[src/rtl/mem_responder.sv]
// Multicycle unified instruction/data memory responder for the NITC-RISC24 core.
// Accepts one request in IDLE, inserts WAIT_CYCLES wait states, then pulses ready.
module mem_responder #(
  parameter int DEPTH_LOG2  = 6,
  parameter int WAIT_CYCLES = 2
) (
  input  logic        clk,
  input  logic        reset,
  input  logic        req,
  input  logic        we,
  input  logic [31:0] addr,
  input  logic [31:0] wd,
  output logic [31:0] rd,
  output logic        ready,
  output logic        err,
  output logic        busy
);

  localparam int DEPTH = 1 << DEPTH_LOG2;

  typedef enum logic [1:0] {
    S_IDLE,
    S_WAIT,
    S_RESP
  } state_t;

  state_t state, state_nx;

  logic [3:0]  cnt;
  logic        we_q;
  logic [31:0] addr_q;
  logic [31:0] wd_q;

  logic [31:0] mem [DEPTH];

  logic                  acc_we;
  logic [31:0]           acc_addr;
  logic [31:0]           acc_wd;
  logic [DEPTH_LOG2-1:0] idx;
  logic                  enter_resp;
  logic                  aligned;
  logic                  mem_wr;
  logic                  addr_hi_unused;

  always_comb begin
    state_nx = state;
    unique case (state)
      S_IDLE: if (req) state_nx = (WAIT_CYCLES > 0) ? S_WAIT : S_RESP;
      S_WAIT: if (cnt == 4'd1) state_nx = S_RESP;
      S_RESP: state_nx = S_IDLE;
      default: state_nx = S_IDLE;
    endcase
  end

  // With zero wait states the accepting edge is also the RESP-entry edge,
  // so the access must use the live inputs rather than the latched copies.
  always_comb begin
    acc_we   = we_q;
    acc_addr = addr_q;
    acc_wd   = wd_q;
    if (state == S_IDLE) begin
      acc_we   = we;
      acc_addr = addr;
      acc_wd   = wd;
    end
  end

  assign idx            = acc_addr[DEPTH_LOG2+1:2];
  assign addr_hi_unused = ^acc_addr[31:DEPTH_LOG2+2];
  assign aligned        = (acc_addr[1:0] == 2'b00);
  assign enter_resp     = (state_nx == S_RESP);
  assign mem_wr         = !reset && enter_resp && aligned && acc_we;

  always_ff @(posedge clk) begin
    if (mem_wr) mem[idx] <= acc_wd;
  end

  always_ff @(posedge clk) begin
    if (reset) begin
      state  <= S_IDLE;
      cnt    <= '0;
      we_q   <= 1'b0;
      addr_q <= '0;
      wd_q   <= '0;
      rd     <= '0;
      ready  <= 1'b0;
      err    <= 1'b0;
      busy   <= 1'b0;
    end else begin
      state <= state_nx;
      ready <= (state_nx == S_RESP);
      busy  <= (state_nx != S_IDLE);
      if (state == S_IDLE && req) begin
        we_q   <= we;
        addr_q <= addr;
        wd_q   <= wd;
        cnt    <= 4'(WAIT_CYCLES);
      end else if (state == S_WAIT) begin
        cnt <= cnt - 4'd1;
      end
      if (enter_resp) begin
        err <= !aligned;
        if (aligned && !acc_we) rd <= mem[idx];
      end
    end
  end

endmodule

[config.mk]
export PLATFORM = sky130hd
export DESIGN_NAME = mem_responder
export DESIGN_NICKNAME = d
export VERILOG_FILES = /design/src/rtl/mem_responder.sv
export SDC_FILE = /design/constraint.sdc
export NUM_CORES = 2
export LEC_CHECK = 0
export CAP_MARGIN = 20
export CORE_ASPECT_RATIO = 1.5
export CORE_MARGIN = 1.5
export CORE_UTILIZATION = 41
export CTS_CLUSTER_DIAMETER = 40
export DETAILED_ROUTE_END_ITERATION = 16
export GPL_TIMING_DRIVEN = 1
export SLEW_MARGIN = 25
export SYNTH_ARGS = -nofsm -noshare
export SYNTH_HDL_FRONTEND = slang
export SYNTH_SLANG_ARGS = --single-unit
[constraint.sdc]
create_clock -name clk -period 5.6 [get_ports clk]
set_input_delay 0.56 -clock clk [delete_from_list [all_inputs] [get_ports clk]]
set_output_delay 0.56 -clock clk [all_outputs]
set_load 0.01 [all_outputs]
==> results.yml <==
status:
  status: "finished clean"
die:
  ios: 103
  die-width_um: 365
  fp.dieH_um: 547
  dieArea_um2: 200000
  num_rows: 199
  initial_core_util_pct: 41.2
  core_area_um2: 196000
cts:
  cts_root_buffer: "clkbuf_16"
  h-tree-depth: 4
  cts_setup_buffers: 0
  cts.clk_slew.worst_paths_ps: 70
  cts_sinks: 2130
  clk_path_buf_depth: 4
  cts-hold-fix-buffers: 0
  cts_resized: 0
  cts_buffers: 195
  tritoncts: "yes"
  clk_latency_ps: 860
logic_synthesis:
  synthCells: 4837
  syn_area_um2: 80800
  yosysSeqAreaShare_pct: 78.2
  synth-edff-count: 2048
  synthArstFlopShare_pct: 0
  ys_ff_latch: 2130
  ys_warn_count: 0
  syn_area_per_cell_um2: 16.7
  synth_cell_types: 71
  synth_top_flop_cell: "edfxtp_1"
  synth_nets: 4907
grt:
  grt_overflow: 0
  antenna_found_initial: 14
  grt_max_degree: 81
  grt_usage_pct: 25.1
  grt_pass1_wl_um: 353000
  first_global_vias: 46401
routing:
  drt-total-wl_um: 253000
  vias: 47576
  first_pass_iters: 9
  vias_per_cell: 6.01
  post-route-drc-count: 0
  antenna_left: 0
  drtIter0Drc: 5849
  post_drt_wl_per_cell_um: 32.0
cells_and_area:
  area_delta_synth_final_pct: 15.4
  drive_above_1_share_pct: 14.1
  nets: 5190
timing:
  skew_ps: 59.8
  maxSlewHeadroom_pct: 24.3
  finalMaxSlewViolations: 0
  rsz0062_at_grt: "false"
  post-route-min-period_ps: 4700
  fmax_mhz: 213
  tightest_slew_ps: 1120
  hold_viol_final: 0
  timing.final.ws_setup_ps: 900
  setup_viol: 0
  setup_tns_ps: 0
  period_share_pct: 83.9
critical_path:
  critPathKind: "reg -> reg"
  crit_path_start_kind: "flip-flop"
  end_kind: "flip-flop"
  crit_required_ps: 6270
  arrival_ps: 5370
  ff2ff_path_depth: 11
  reg2reg_to: "rd[19]$_SDFFE_PP0P_"
  r2r-start: "state[1]$_SDFF_PP0_"
  rrSetupSlack_ps: 900
  crit_fanout: 32
pwr:
  leakagePower_uw: 0.0307
  ir_worst_vdd_uv: 204
  p_per_area_nw_per_um2: 361
place:
  gp_congestion: 0.895
  hpwl_um: 152000
  io_buffer_count: 78
  dp_worst_setup_slack_ps: 806
worst_hold_path:
  hold-path-endpoint: "state[1]$_SDFF_PP0_"
  min_from: "reset"
  holdPathStages: 2
  hold_class: "in -> reg"
job:
  drv_cap: 0
cells by family (layout without fill, tap and decap cells):
group | Yosys count | in the layout | synth area share [%]
other | 0 | 34 | 0
xor gates and xnor gates | 3 | 3 | 0.0325
AOI/OAI and AO/OA | 1119 | 1119 | 9.35
adders and majority gates | 2 | 2 | 0.0310
muxes | 519 | 519 | 6.48
buffers and inverters | 304 | 736 | 1.98
DFF | 2130 | 2130 | 78.2
and+or+nand+nor | 760 | 760 | 3.97
metrics by stage:
stage	std cells	hold WS [ps]	total power [uW]	utilization (%)	instance area, um^2
CTS	7882	118	33700	47.5	93100
detailed placement	7536	446	21100	44.4	87000
global route	7911	168	34500	47.6	93200
floorplan	4837	436	19800	-	80800
finish	7916	165	33700	47.6	93200
global placement	7535	442	21000	44.4	87000
worst max-delay path: stages (launching register included):
cell,delay [ps]
dfxtp_1,810
nor2_4,310
a21oi_4,850
buf_12,290
buf_12,260
mux2i_1,250
o22ai_1,90
o21ai_0,500
nand3_1,140
a2111oi_0,620
buf_4,250
a211oi_1,70
flip-flops by register name, indices dropped and copies added, names as in the netlist:
| name | cells |
|---|---|
| addr_q | 8 |
| busy | 1 |
| cnt | 4 |
| err | 1 |
| mem | 2048 |
| rd | 32 |
| ready | 1 |
| state | 2 |
| wd_q | 32 |
| we_q | 1 |
layer usage:
layer | track usage [%] | up-vias | wire length [um]
met3 | 3.23 | 565 | 19100
met5 | 0 | - | 17
met4 | 14.7 | 2 | 16700
met2 | 42.7 | 2410 | 126000
met1 | 30.4 | 24628 | 90800
li1 | - | 19971 | -
power by group:
group / internal (uW) / switching, uW
combinational: 833 / 2150
sequential: 17800 / 22.9
clock: 7200 / 5730
total: 25800 / 7900
cells in the mapped netlist, types with 7 or more instances:
library cell,instances,area [um^2]
buf_4,77,578
clkbuf_1,98,368
nor2_1,137,514
nor4_1,11,68.8
a2111oi_0,8,70.1
nor4b_1,10,87.6
a22o_1,21,184
o32ai_1,10,87.6
nand2_1,485,1820
a31oi_1,72,450
o21ai_0,181,906
a221oi_1,92,806
a22oi_1,191,1430
a21oi_1,163,816
o31a_1,9,78.8
nand2b_1,9,56.3
nor3_1,32,160
buf_6,10,113
nand3_1,18,90.1
mux2i_1,494,4940
nand4_1,24,150
a211oi_1,17,128
edfxtp_1,2048,61500
buf_2,75,375
a222oi_1,55,551
mux2_2,21,236
buf_1,38,143
a311oi_1,7,61.3
o211ai_1,8,60.1
o22ai_1,242,1510
dfxtp_1,82,1640
placed cells by master (no fill, tap or decap), drive strengths merged, types with 10 or more instances in the layout:
| master | instances |
|---|---|
| a211oi | 17 |
| a21oi | 164 |
| a221oi | 92 |
| a222oi | 55 |
| a22o | 21 |
| a22oi | 191 |
| a31oi | 72 |
| buf | 308 |
| bufinv | 12 |
| clkbuf | 256 |
| clkdlybuf4s50 | 77 |
| clkinv | 66 |
| dfxtp | 82 |
| diode | 34 |
| edfxtp | 2048 |
| mux2 | 25 |
| mux2i | 494 |
| nand2 | 485 |
| nand3 | 18 |
| nand4 | 24 |
| nor2 | 137 |
| nor3 | 32 |
| nor4 | 12 |
| nor4b | 10 |
| o21ai | 184 |
| o22ai | 249 |
| o32ai | 10 |
worst max-delay path by stage:
stage                              startpoint                    to  slack, ps  depth (start not counted)
after floorplan                       addr[4]  mem[10][0]$_DFFE_PP_       1550                          9
after global placement                addr[2]   rd[19]$_SDFFE_PP0P_        810                         11
after detailed placement              addr[2]    rd[3]$_SDFFE_PP0P_        810                          9
after CTS                 state[1]$_SDFF_PP0_    rd[3]$_SDFFE_PP0P_       1010                          9
after global routing      state[1]$_SDFF_PP0_   rd[25]$_SDFFE_PP0P_        850                         11
final                     state[1]$_SDFF_PP0_   rd[19]$_SDFFE_PP0P_        900                         11
area by class of cell:
| class | count | area, um^2 |
|---|---|---|
| well taps | 2613 | 3270 |
| multi-input cells | 2403 | 16800 |
| clock buffers | 256 | 5280 |
| diodes | 34 | 85.1 |
| repair buffers | 385 | 3810 |
| flip-flops and latches | 2130 | 63100 |
| clock inverters | 90 | 791 |
| fillers | 16492 | 103000 |
| inverters | 5 | 18.8 |
Note: power is estimated with default switching activity, not from simulation.
